--- config.mk ---
export PLATFORM = sky130hd
export DESIGN_NAME = rsa_job_ctrl
export DESIGN_NICKNAME = d
export VERILOG_FILES = /design/src/rtl/rsa_ctrl_pkg.sv /design/src/rtl/rsa_rr_arb2.sv /design/src/rtl/rsa_job_ctrl.sv
export SDC_FILE = /design/constraint.sdc
export NUM_CORES = 1
export LEC_CHECK = 0
export ABC_AREA = 0
export CAP_MARGIN = 0
export CORE_UTILIZATION = 45
export DETAILED_ROUTE_END_ITERATION = 7
export HOLD_SLACK_MARGIN = 0.02
export PLACE_DENSITY = 0.85
export SYNTH_ARGS = -nofsm -noshare
export SYNTH_HDL_FRONTEND = slang
export SYNTH_SLANG_ARGS = --single-unit
export TNS_END_PERCENT = 10
--- constraint.sdc ---
create_clock -name clk -period 5.61 [get_ports clk]
set_clock_uncertainty 0.1 [all_clocks]
set_input_delay 1.122 -clock clk [delete_from_list [all_inputs] [get_ports clk]]
set_output_delay 1.122 -clock clk [all_outputs]
set_load 0.01 [all_outputs]
--- src/rtl/rsa_ctrl_pkg.sv ---
// rsa_ctrl_pkg -- shared definitions for the RSA job controller.
//
// Contents:
//   state_t          FSM state encoding (exposed on rsa_job_ctrl.state_dbg)
//   REQ_ENC/REQ_DEC  requester IDs (0 = encrypt, 1 = decrypt)
//   DEF_SETTLE_CYC   default settle window after an engine start pulse
//   DEF_TIMEOUT_CYC  default per-phase wait limit (timeout build only)
//   sel_exponent     exponent chosen for a requester

package rsa_ctrl_pkg;

    typedef enum logic [2:0] {
        ST_IDLE   = 3'd0,
        ST_PK_RUN = 3'd1,
        ST_SK_RUN = 3'd2,
        ST_READY  = 3'd3,
        ST_ME_RUN = 3'd4,
        ST_RESP   = 3'd5
    } state_t;

    localparam logic REQ_ENC = 1'b0;
    localparam logic REQ_DEC = 1'b1;

    localparam int DEF_SETTLE_CYC  = 2;
    localparam int DEF_TIMEOUT_CYC = 1023;

    // Encrypt requests use the public exponent, decrypt requests the private one.
    function automatic logic [15:0] sel_exponent(input logic id,
                                                 input logic [7:0] e,
                                                 input logic [15:0] d);
        return (id == REQ_DEC) ? d : {8'h00, e};
    endfunction

endpackage

--- src/rtl/rsa_rr_arb2.sv ---
// rsa_rr_arb2 -- two-requester round-robin arbiter.
//
// Ports:
//   clk, rst    clock, synchronous active-high reset
//   req[1:0]    request bits
//   advance     arbitration is being taken this cycle; rotate the pointer
//   gnt[1:0]    combinational one-hot (or zero) grant
//
// After reset requester 0 is favoured. Once requester k wins an advancing
// arbitration, requester 1-k is favoured next. A lone requester always wins.

module rsa_rr_arb2 (
    input  logic       clk,
    input  logic       rst,
    input  logic [1:0] req,
    input  logic       advance,
    output logic [1:0] gnt
);

    // prio = 1 means requester 1 wins a tie.
    logic prio;

    always_comb begin
        gnt = 2'b00;
        if (req == 2'b11) begin
            gnt = prio ? 2'b10 : 2'b01;
        end else begin
            gnt = req;
        end
    end

    always_ff @(posedge clk) begin
        if (rst) begin
            prio <= 1'b0;
        end else if (advance && (gnt != 2'b00)) begin
            // Winner 0 hands priority to 1 and vice versa.
            prio <= gnt[0];
        end
    end

endmodule

--- src/rtl/rsa_job_ctrl.sv ---
// rsa_job_ctrl -- sequences RSA key generation and arbitrates encrypt/decrypt
// jobs onto a single modular-exponentiation engine.
//
// Optional feature macro: RSA_JOB_CTRL_TIMEOUT_EN
//   defined   : a wait in PK_RUN/SK_RUN/ME_RUN longer than TIMEOUT_CYC cycles
//               ends with a one-cycle error response
//   undefined : waits are unbounded, no timeout counter is built
//
// Ports:
//   clk, rst                  clock, synchronous active-high reset
//   p, q, key_start           primes and one-cycle key generation request
//   key_done, pub_e,
//   priv_d, mod_n             key material, valid while key_done=1
//   req_valid[1:0]            bit0 encrypt, bit1 decrypt request levels
//   req_msg0, req_msg1        messages for requesters 0 and 1
//   req_gnt[1:0]              one-hot one-cycle acceptance
//   resp_valid, resp_id,
//   resp_data, resp_err       one-cycle result strobe with requester and status
//   pk_/sk_/me_start          engine start pulses (never two at once)
//   pk_/sk_/me_finish         engine done levels
//   pk_e, sk_d, sk_n          key engine results
//   me_msg, me_exp, me_mod,
//   me_result                 modexp operands (stable in ME_RUN) and result
//   state_dbg                 current FSM state
//   primes_dbg                {p, q} latched on the last key_start
//
// Handshake: a requester raises req_valid[k] with req_msg<k> and holds both
// until it sees req_gnt[k] high for one cycle; that cycle is the acceptance.
// Its result arrives later as exactly one resp_valid cycle with resp_id = k.

module rsa_job_ctrl
    import rsa_ctrl_pkg::*;
#(
    parameter int SETTLE_CYC  = DEF_SETTLE_CYC,
    parameter int TIMEOUT_CYC = DEF_TIMEOUT_CYC
) (
    input  logic        clk,
    input  logic        rst,
    input  logic [7:0]  p,
    input  logic [7:0]  q,
    input  logic        key_start,
    output logic        key_done,
    output logic [7:0]  pub_e,
    output logic [15:0] priv_d,
    output logic [15:0] mod_n,
    input  logic [1:0]  req_valid,
    input  logic [15:0] req_msg0,
    input  logic [15:0] req_msg1,
    output logic [1:0]  req_gnt,
    output logic        resp_valid,
    output logic        resp_id,
    output logic [15:0] resp_data,
    output logic        resp_err,
    output logic        pk_start,
    output logic        sk_start,
    output logic        me_start,
    input  logic        pk_finish,
    input  logic        sk_finish,
    input  logic        me_finish,
    input  logic [7:0]  pk_e,
    input  logic [15:0] sk_d,
    input  logic [15:0] sk_n,
    output logic [15:0] me_msg,
    output logic [15:0] me_exp,
    output logic [15:0] me_mod,
    input  logic [15:0] me_result,
    output logic [2:0]  state_dbg,
    output logic [15:0] primes_dbg
);

    localparam int SW = (SETTLE_CYC > 1) ? $clog2(SETTLE_CYC + 1) : 1;

    state_t        state;
    logic [SW-1:0] settle_cnt;
    logic [7:0]    p_r;
    logic [7:0]    q_r;
    logic          gnt_id;
    logic          job_bad;    // granted job fails operand checks, skip engine
    logic          key_abort;  // RESP was caused by a key-phase timeout
    logic          tmo_hit;

    logic [1:0]    arb_req;
    logic [1:0]    arb_gnt;
    logic          arb_adv;
    logic          sel_id;
    logic [15:0]   sel_msg;
    logic [15:0]   sel_exp;
    logic          sel_bad;
    logic          settle_done;

    assign state_dbg   = state;
    assign primes_dbg  = {p_r, q_r};
    assign settle_done = (settle_cnt == '0);

    // key_start in READY takes precedence over pending requests.
    assign arb_adv = (state == ST_READY) && !key_start;
    assign arb_req = arb_adv ? req_valid : 2'b00;

    rsa_rr_arb2 u_arb (
        .clk     (clk),
        .rst     (rst),
        .req     (arb_req),
        .advance (arb_adv),
        .gnt     (arb_gnt)
    );

    always_comb begin
        sel_id  = arb_gnt[1] ? REQ_DEC : REQ_ENC;
        sel_msg = (sel_id == REQ_DEC) ? req_msg1 : req_msg0;
        sel_exp = sel_exponent(sel_id, pub_e, priv_d);
        sel_bad = (sel_msg >= mod_n) || (sel_exp == 16'h0000);
    end

`ifdef RSA_JOB_CTRL_TIMEOUT_EN
    localparam int TW = (TIMEOUT_CYC > 1) ? $clog2(TIMEOUT_CYC + 1) : 1;

    logic [TW-1:0] tmo_cnt;
    logic          in_wait;
    logic          any_start;

    assign in_wait   = (state == ST_PK_RUN) || (state == ST_SK_RUN) ||
                       (state == ST_ME_RUN);
    assign any_start = pk_start | sk_start | me_start;

    // The start-pulse cycle is wait cycle 1, so the counter may hold a stale
    // value from the previous phase only while the start pulse masks it.
    always_ff @(posedge clk) begin
        if (rst || !in_wait) begin
            tmo_cnt <= '0;
        end else if (any_start) begin
            tmo_cnt <= TW'(1);
        end else if (tmo_cnt != TW'(TIMEOUT_CYC)) begin
            tmo_cnt <= tmo_cnt + TW'(1);
        end
    end

    assign tmo_hit = in_wait && !any_start && (tmo_cnt == TW'(TIMEOUT_CYC));
`else
    assign tmo_hit = 1'b0;
`endif

    always_ff @(posedge clk) begin
        if (rst) begin
            state      <= ST_IDLE;
            settle_cnt <= '0;
            p_r        <= '0;
            q_r        <= '0;
            gnt_id     <= 1'b0;
            job_bad    <= 1'b0;
            key_abort  <= 1'b0;
            key_done   <= 1'b0;
            pub_e      <= '0;
            priv_d     <= '0;
            mod_n      <= '0;
            req_gnt    <= 2'b00;
            resp_valid <= 1'b0;
            resp_id    <= 1'b0;
            resp_data  <= '0;
            resp_err   <= 1'b0;
            pk_start   <= 1'b0;
            sk_start   <= 1'b0;
            me_start   <= 1'b0;
            me_msg     <= '0;
            me_exp     <= '0;
            me_mod     <= '0;
        end else begin
            // Pulses default low every cycle.
            pk_start   <= 1'b0;
            sk_start   <= 1'b0;
            me_start   <= 1'b0;
            req_gnt    <= 2'b00;
            resp_valid <= 1'b0;
            resp_err   <= 1'b0;

            if (!settle_done) begin
                settle_cnt <= settle_cnt - SW'(1);
            end

            case (state)
                ST_IDLE, ST_READY: begin
                    if (key_start) begin
                        p_r        <= p;
                        q_r        <= q;
                        key_done   <= 1'b0;
                        pk_start   <= 1'b1;
                        settle_cnt <= SW'(SETTLE_CYC);
                        state      <= ST_PK_RUN;
                    end else if ((state == ST_READY) && (arb_gnt != 2'b00)) begin
                        req_gnt <= arb_gnt;
                        gnt_id  <= sel_id;
                        me_msg  <= sel_msg;
                        me_exp  <= sel_exp;
                        me_mod  <= mod_n;
                        job_bad <= sel_bad;
                        if (!sel_bad) begin
                            me_start   <= 1'b1;
                            settle_cnt <= SW'(SETTLE_CYC);
                        end
                        state <= ST_ME_RUN;
                    end
                end

                ST_PK_RUN: begin
                    if (settle_done && pk_finish) begin
                        pub_e      <= pk_e;
                        sk_start   <= 1'b1;
                        settle_cnt <= SW'(SETTLE_CYC);
                        state      <= ST_SK_RUN;
                    end else if (tmo_hit) begin
                        resp_valid <= 1'b1;
                        resp_err   <= 1'b1;
                        resp_id    <= 1'b0;
                        resp_data  <= '0;
                        key_abort  <= 1'b1;
                        state      <= ST_RESP;
                    end
                end

                ST_SK_RUN: begin
                    if (settle_done && sk_finish) begin
                        priv_d   <= sk_d;
                        mod_n    <= sk_n;
                        key_done <= 1'b1;
                        state    <= ST_READY;
                    end else if (tmo_hit) begin
                        resp_valid <= 1'b1;
                        resp_err   <= 1'b1;
                        resp_id    <= 1'b0;
                        resp_data  <= '0;
                        key_abort  <= 1'b1;
                        state      <= ST_RESP;
                    end
                end

                ST_ME_RUN: begin
                    if (job_bad) begin
                        // Rejected operands: report without touching the engine.
                        resp_valid <= 1'b1;
                        resp_err   <= 1'b1;
                        resp_id    <= gnt_id;
                        resp_data  <= '0;
                        job_bad    <= 1'b0;
                        state      <= ST_RESP;
                    end else if (settle_done && me_finish) begin
                        resp_valid <= 1'b1;
                        resp_id    <= gnt_id;
                        resp_data  <= me_result;
                        state      <= ST_RESP;
                    end else if (tmo_hit) begin
                        resp_valid <= 1'b1;
                        resp_err   <= 1'b1;
                        resp_id    <= gnt_id;
                        resp_data  <= '0;
                        state      <= ST_RESP;
                    end
                end

                ST_RESP: begin
                    key_abort <= 1'b0;
                    state     <= key_abort ? ST_IDLE : ST_READY;
                end

                default: begin
                    state <= ST_IDLE;
                end
            endcase
        end
    end

endmodule
* Yosys cells after proc, flatten, opt, wreduce, memory -nomap -nowiden *
Index checks and enable logic that the tools add are counted.

cells by class
  $add $sub $neg = 1
  multiply operators = 0
  divide/modulo/power cells = 0
  order comparisons = 1
  equal/unequal tests = 13
  shift operators = 0
  muxes and demuxes = 35
  bitwise operators = 5
  reduce and logical (&&, ||, !) cells = 28

operators by type and width
  operator              number
  $mux W16              4
  $mux W3               6
  $ge A16 B16 Y1        1
  $logic_not A16 Y1     1
  $mux W2               8
  $pmux W3 S5           1
  $mux W1               13
  $ne A2 B2 Y1 const B  5
  $reduce_and A3 Y1     3
  $reduce_and A2 Y1     4
  $reduce_bool A2 Y1    4
  $reduce_or A2 Y1      4
  $eq A3 B2 Y1 const B  2
  $eq A3 B3 Y1 const B  2
  $logic_and A1 B1 Y1   6
  $ne A3 B3 Y1 const B  2
  $not A1 Y1            5
  $pmux W1 S2           2
  $pmux W2 S2           1
  $reduce_and A4 Y1     1
  $reduce_or A4 Y1      1
  $eq A3 B1 Y1 const B  1
  $logic_not A3 Y1      1
  $eq A2 B2 Y1 const B  1
  other kinds (4)       4

storage, ports and cells
  flip-flop bits (word level) = 137
  bits in latches = 0
  memory bits (writable) = 0
  bits in read-only memories = 0
  bits of input ports = 112
  output and inout port bits = 132
  word-level logic and storage cells = 105
  memories = 0

* Depth between registers and ports, before layout *
  word-level depth = 13
  gate-level depth with buffers = 13

* Cells and area by module *
A second synthesis with hierarchy kept.

second synthesis, totals
  cell total of the unflattened synthesis = 647
  area total of the unflattened synthesis = 5515.3 um^2

modules (own cells, without submodules)
  module        instances  cells each  area each (um^2)
  rsa_job_ctrl  1          640         5450.2
  rsa_rr_arb2   1          7           65.1

* Worst setup path before layout *
No wires, ideal clock.

  path kind = input-to-reg
  from = input key_start
  to = register settle_cnt[0]
  arrival = 3766 ps
  required time = 5393 ps
  setup slack = 1627 ps
  stages on the path = 13
  buffers on the path = 4
  cells stage by stage = buf_2 -> and4bb_1 -> buf_2 -> and3_1 -> buf_4 -> buf_6 -> mux2_4 -> ha_1 -> a2111oi_0 -> o21a_1 -> o211ai_1 -> a211o_1 -> and4b_1

between the ends
  cells in the longest elaborated chain, start to end = 13
  elaborated cells between the ends (all ways) = 17
  classes of those cells = order compare (1); eq/ne (1); mux (9); reduce/logical (6)

ends and longest elaborated chain
  item                     line                 text
  from (decl)              rsa_job_ctrl.sv:41   input logic key_start,
  $logic_not A1 Y1 (*)     rsa_job_ctrl.sv:96   assign arb_adv = (state == ST_READY) && !key_start;
  $logic_and A1 B1 Y1 (*)  rsa_job_ctrl.sv:96
  $mux W2 (*)              rsa_job_ctrl.sv:97   assign arb_req = arb_adv ? req_valid : 2'b00;
  $eq A2 B2 Y1             rsa_rr_arb2.sv:25    if (req == 2'b11) begin
  $mux W2 (*)              rsa_rr_arb2.sv:25
  $mux W1 (*)              rsa_job_ctrl.sv:108  sel_id = arb_gnt[1] ? REQ_DEC : REQ_ENC;
  $mux W16 (*)             rsa_job_ctrl.sv:109  sel_msg = (sel_id == REQ_DEC) ? req_msg1 : req_msg0;
  named net sel_msg[3]     rsa_job_ctrl.sv:86   logic [15:0] sel_msg;
  $ge A16 B16 Y1 (*)       rsa_job_ctrl.sv:111  sel_bad = (sel_msg >= mod_n) || (sel_exp == 16'h0000);
  $logic_or A1 B1 Y1 (*)   rsa_job_ctrl.sv:111
  $mux W2 (*)              rsa_job_ctrl.sv:195  if (!sel_bad) begin
  $mux W2 (*)              rsa_job_ctrl.sv:188  end else if ((state == ST_READY) && (arb_gnt != 2'b00)) begin
  $mux W2 (*)              rsa_job_ctrl.sv:181  if (key_start) begin
  $pmux W2 S2 (*)          rsa_job_ctrl.sv:179  case (state)
  to (signal assigned)     rsa_job_ctrl.sv:176  settle_cnt <= settle_cnt - SW'(1);
  to (signal assigned)     rsa_job_ctrl.sv:186  settle_cnt <= SW'(SETTLE_CYC);
  to (signal assigned)     rsa_job_ctrl.sv:197  settle_cnt <= SW'(SETTLE_CYC);
  to (decl)                rsa_job_ctrl.sv:74   logic [SW-1:0] settle_cnt;

The timed path passes the listed nets; every way through them passes the cells marked *.
A chain may end at the register's enable or synchronous reset.

* Worst setup path after layout *
Same ends and word-level chain as after synthesis.

==> impl_metrics.toml <==
[run_status]
status = "finished with violations"
violations = "DRC"

[synthesis]
synth_warnings = 0
synthTopCellsByArea = "dfxtp_1 (49%), nand2_1 (10%), a21oi_1 (6.7%), nor2_1 (4.5%), ha_1 (3.6%)"
synth_top_family_by_area = "simple AND/OR/NAND/NOR gates"
synth_edf_count = 0
synth_adder_area_share_pct = 3.61
synth_ff_type = "dfxtp_1"
syn_area_mm2 = 0.00555
synth_xor_area_share_pct = 0
seq_area_frac_synth_pct = 49.4
ys_types = 48
synth-compound-area-share_pct = 15.4
avgSynthCellArea_um2 = 8.59
synthMuxAreaShare_pct = 5.89
synth-simple-area-share_pct = 20.6
ys_ff_latch = 137
synth_top_area_cell = "dfxtp_1"
synthCells = 646
synthesis.nets = 774
async_reset_ff_share_pct = 0
yosysTopAreaCellShare_pct = 49.4

[power]
seq_power_share_pct = 42.7
switching_share_pct = 24.1
power_switching_mw = 0.581
p_int_mw = 1.83
power_density_mw_per_mm2 = 281
p_leak_nw = 3.11
pwr-share-clk_pct = 44.9
p_comb_share_pct = 12.3
ir_drop_mv = 0.175

[cts]
cts_root_buf = "clkbuf_16"
cts.clk_slew.worst_paths_ns = 0.06
cts-hold-fix-buffers = 0
cts-htree-levels = 4
cts_tree = "yes"
clock_sinks = 137
cts_setup_buffers = 0
cts-buffers-inserted = 17
clk_latency_ns = 0.42
clk_path_buf_depth = 2
cts_resized = 0

[critical_path]
cp-end-kind = "flop"
required_ns = 5.82
cp.arrival_ns = 4.68
startpoint_type = "input port"
crit_path_max_fanout = 18
path_class = "input port to flop"

[route]
drc = 2
viasPerCell = 5.23
dr.pass1.iters = 7
wire_per_inst_um = 16.5
drtIter0Drc = 350
dr_total_vias = 5375
wl_um = 17000
drtAntennaViolNets = 0

[sta]
maxSlewHeadroom_pct = 18.6
fin_setup_tns_ns = 0
maxSlewViolCount = 0
clock.fmax_mhz = 224
tightestPinTransition_ns = 1.22
rsz0062_at_grt = "no"
fin_crit_sh_pct = 79.6
hold_viol = 0
finalSetupViolCount = 0
period_needed_ns = 4.47

[floorplanning]
ios = 244
core_area_mm2 = 0.0120
dieArea_mm2 = 0.0128
rows = 40
die_height_um = 113
initial_core_util_pct = 46.2
die_x_um = 113

[layout]
register_area_mm2 = 0.00274
insertedDiodeCount = 0
multiInputGateArea_mm2 = 0.00254
area_delta_synth_final_pct = 54.6
fillers = 939
nNetsFinal = 996
layout-drive-gt1-share_pct = 6.92
fin_cells = 1028

[place]
place_congestion = 0.857
dp.cells = 996
hpwlAfterDp_um = 11900
port_buffers = 243

[worst_hold_path]
hold_path_class = "flop to flop"

[global_routing]
grt_overflow = 0
grt_start_max_net_pins = 64
grt_pass1_wl_um = 26800
antenna_found_initial = 0
grt_usage_pct = 27.1
grt_pass1_vias = 5122

[job]
cap_violations = 0
==> path summary, 6_finish.rpt <==
path | startpoint | endpoint | slack [ns] | cells past startpoint
setup / recovery | key_start | settle_cnt[0] | 1.14 | 11
hold / removal | me_mod[9] | me_mod[9] | 0.35 | 2
setup reg to reg | state_dbg[1] | settle_cnt[0] | 1.80 | 10
hold reg to reg | me_mod[9] | me_mod[9] | 0.35 | 2
==> placed cells by master (no fill, tap or decap), types with 8 or more instances in the layout <==
cell               n
a21oi_1           74
a22o_1            16
a22oi_1           10
a311oi_1           8
clkbuf_16         17
clkdlybuf4s50_1  242
dfxtp_1          137
ha_1              16
inv_1             18
mux2_4            10
mux2i_1           12
nand2_1          153
nor2_1            66
nor3_1            19
==> cells in the mapped netlist (7+ instances only) <==
cell      instances
mux2_4           10
nor2_1           66
mux2i_1          12
buf_2             7
a21oi_1          74
a22o_1           16
dfxtp_1         137
inv_1            18
nand2_1         153
a22oi_1          10
ha_1             16
clkbuf_1         30
nor3_1           20
a311oi_1          8
==> power groups by stage <==
stage,combinational (mW),clock [mW],sequential [mW]
2_1_floorplan,0.123,0,1.05
3_3_place_gp,0.289,0,1.05
3_5_place_dp,0.292,0,1.05
4_1_cts,0.297,1.10,1.03
5_1_grt,0.321,1.14,1.03
6_report,0.297,1.08,1.03
==> cell families after synthesis <==
family / after synthesis
flip-flops: 137
AO/OA/AOI/OAI: 133
adder cells (fa/ha/maj): 16
multiplexers: 27
buffers and inverters: 64
AND/OR/NAND/NOR: 269
==> area by class of cell <==
type	instances	area share, %
Multi-Input combinational cell	445	29.6
Tap cell	147	2.14
Clock inverter	13	1.49
Clock buffer	19	5.16
Inverter	19	0.832
Sequential cell	137	32.0
Timing Repair Buffer	248	28.8
==> worst max-delay path, cell delays in order <==
cell             delay, ns
clkdlybuf4s50_1       0.52
and4bb_1              0.50
and3_2                0.56
buf_4                 0.33
mux2_2                0.38
ha_1                  0.21
a211o_1               0.28
o211ai_1              0.09
o2111ai_1             0.13
a211o_1               0.33
and4b_1               0.23
==> metrics by stage <==
step,setup WS [ns],hold slack [ns],power (mW),utilization [%],area (um2)
2_1_floorplan,1.63,0.354,1.18,-,5550
5_1_grt,0.946,0.370,2.49,71.4,8580
3_5_place_dp,0.745,0.346,1.34,66.6,8010
3_3_place_gp,0.807,0.341,1.34,66.6,8010
6_report,1.14,0.352,2.41,71.4,8580
4_1_cts,1.17,0.354,2.42,71.4,8580
==> routing by layer <==
metal	vias to the layer above	track usage (%)	wire [um]	share of wire (%)
met5	-	0	0	0
li1	2652	-	-	-
met2	220	44.3	8050	47
met4	0	10.9	333	2.0
met3	24	7.87	1350	7.9
met1	2479	33.6	7270	43
==> state kept, by name (all words and copies together), names as in the netlist, 2 cells and up <==
name	flops
me_exp	16
q_r	8
req_gnt	2
me_msg	16
priv_d	16
settle_cnt	2
resp_data	16
me_mod	16
state_dbg	3
pub_e	8
p_r	8
mod_n	16
Power figures use the tool's default switching activity.
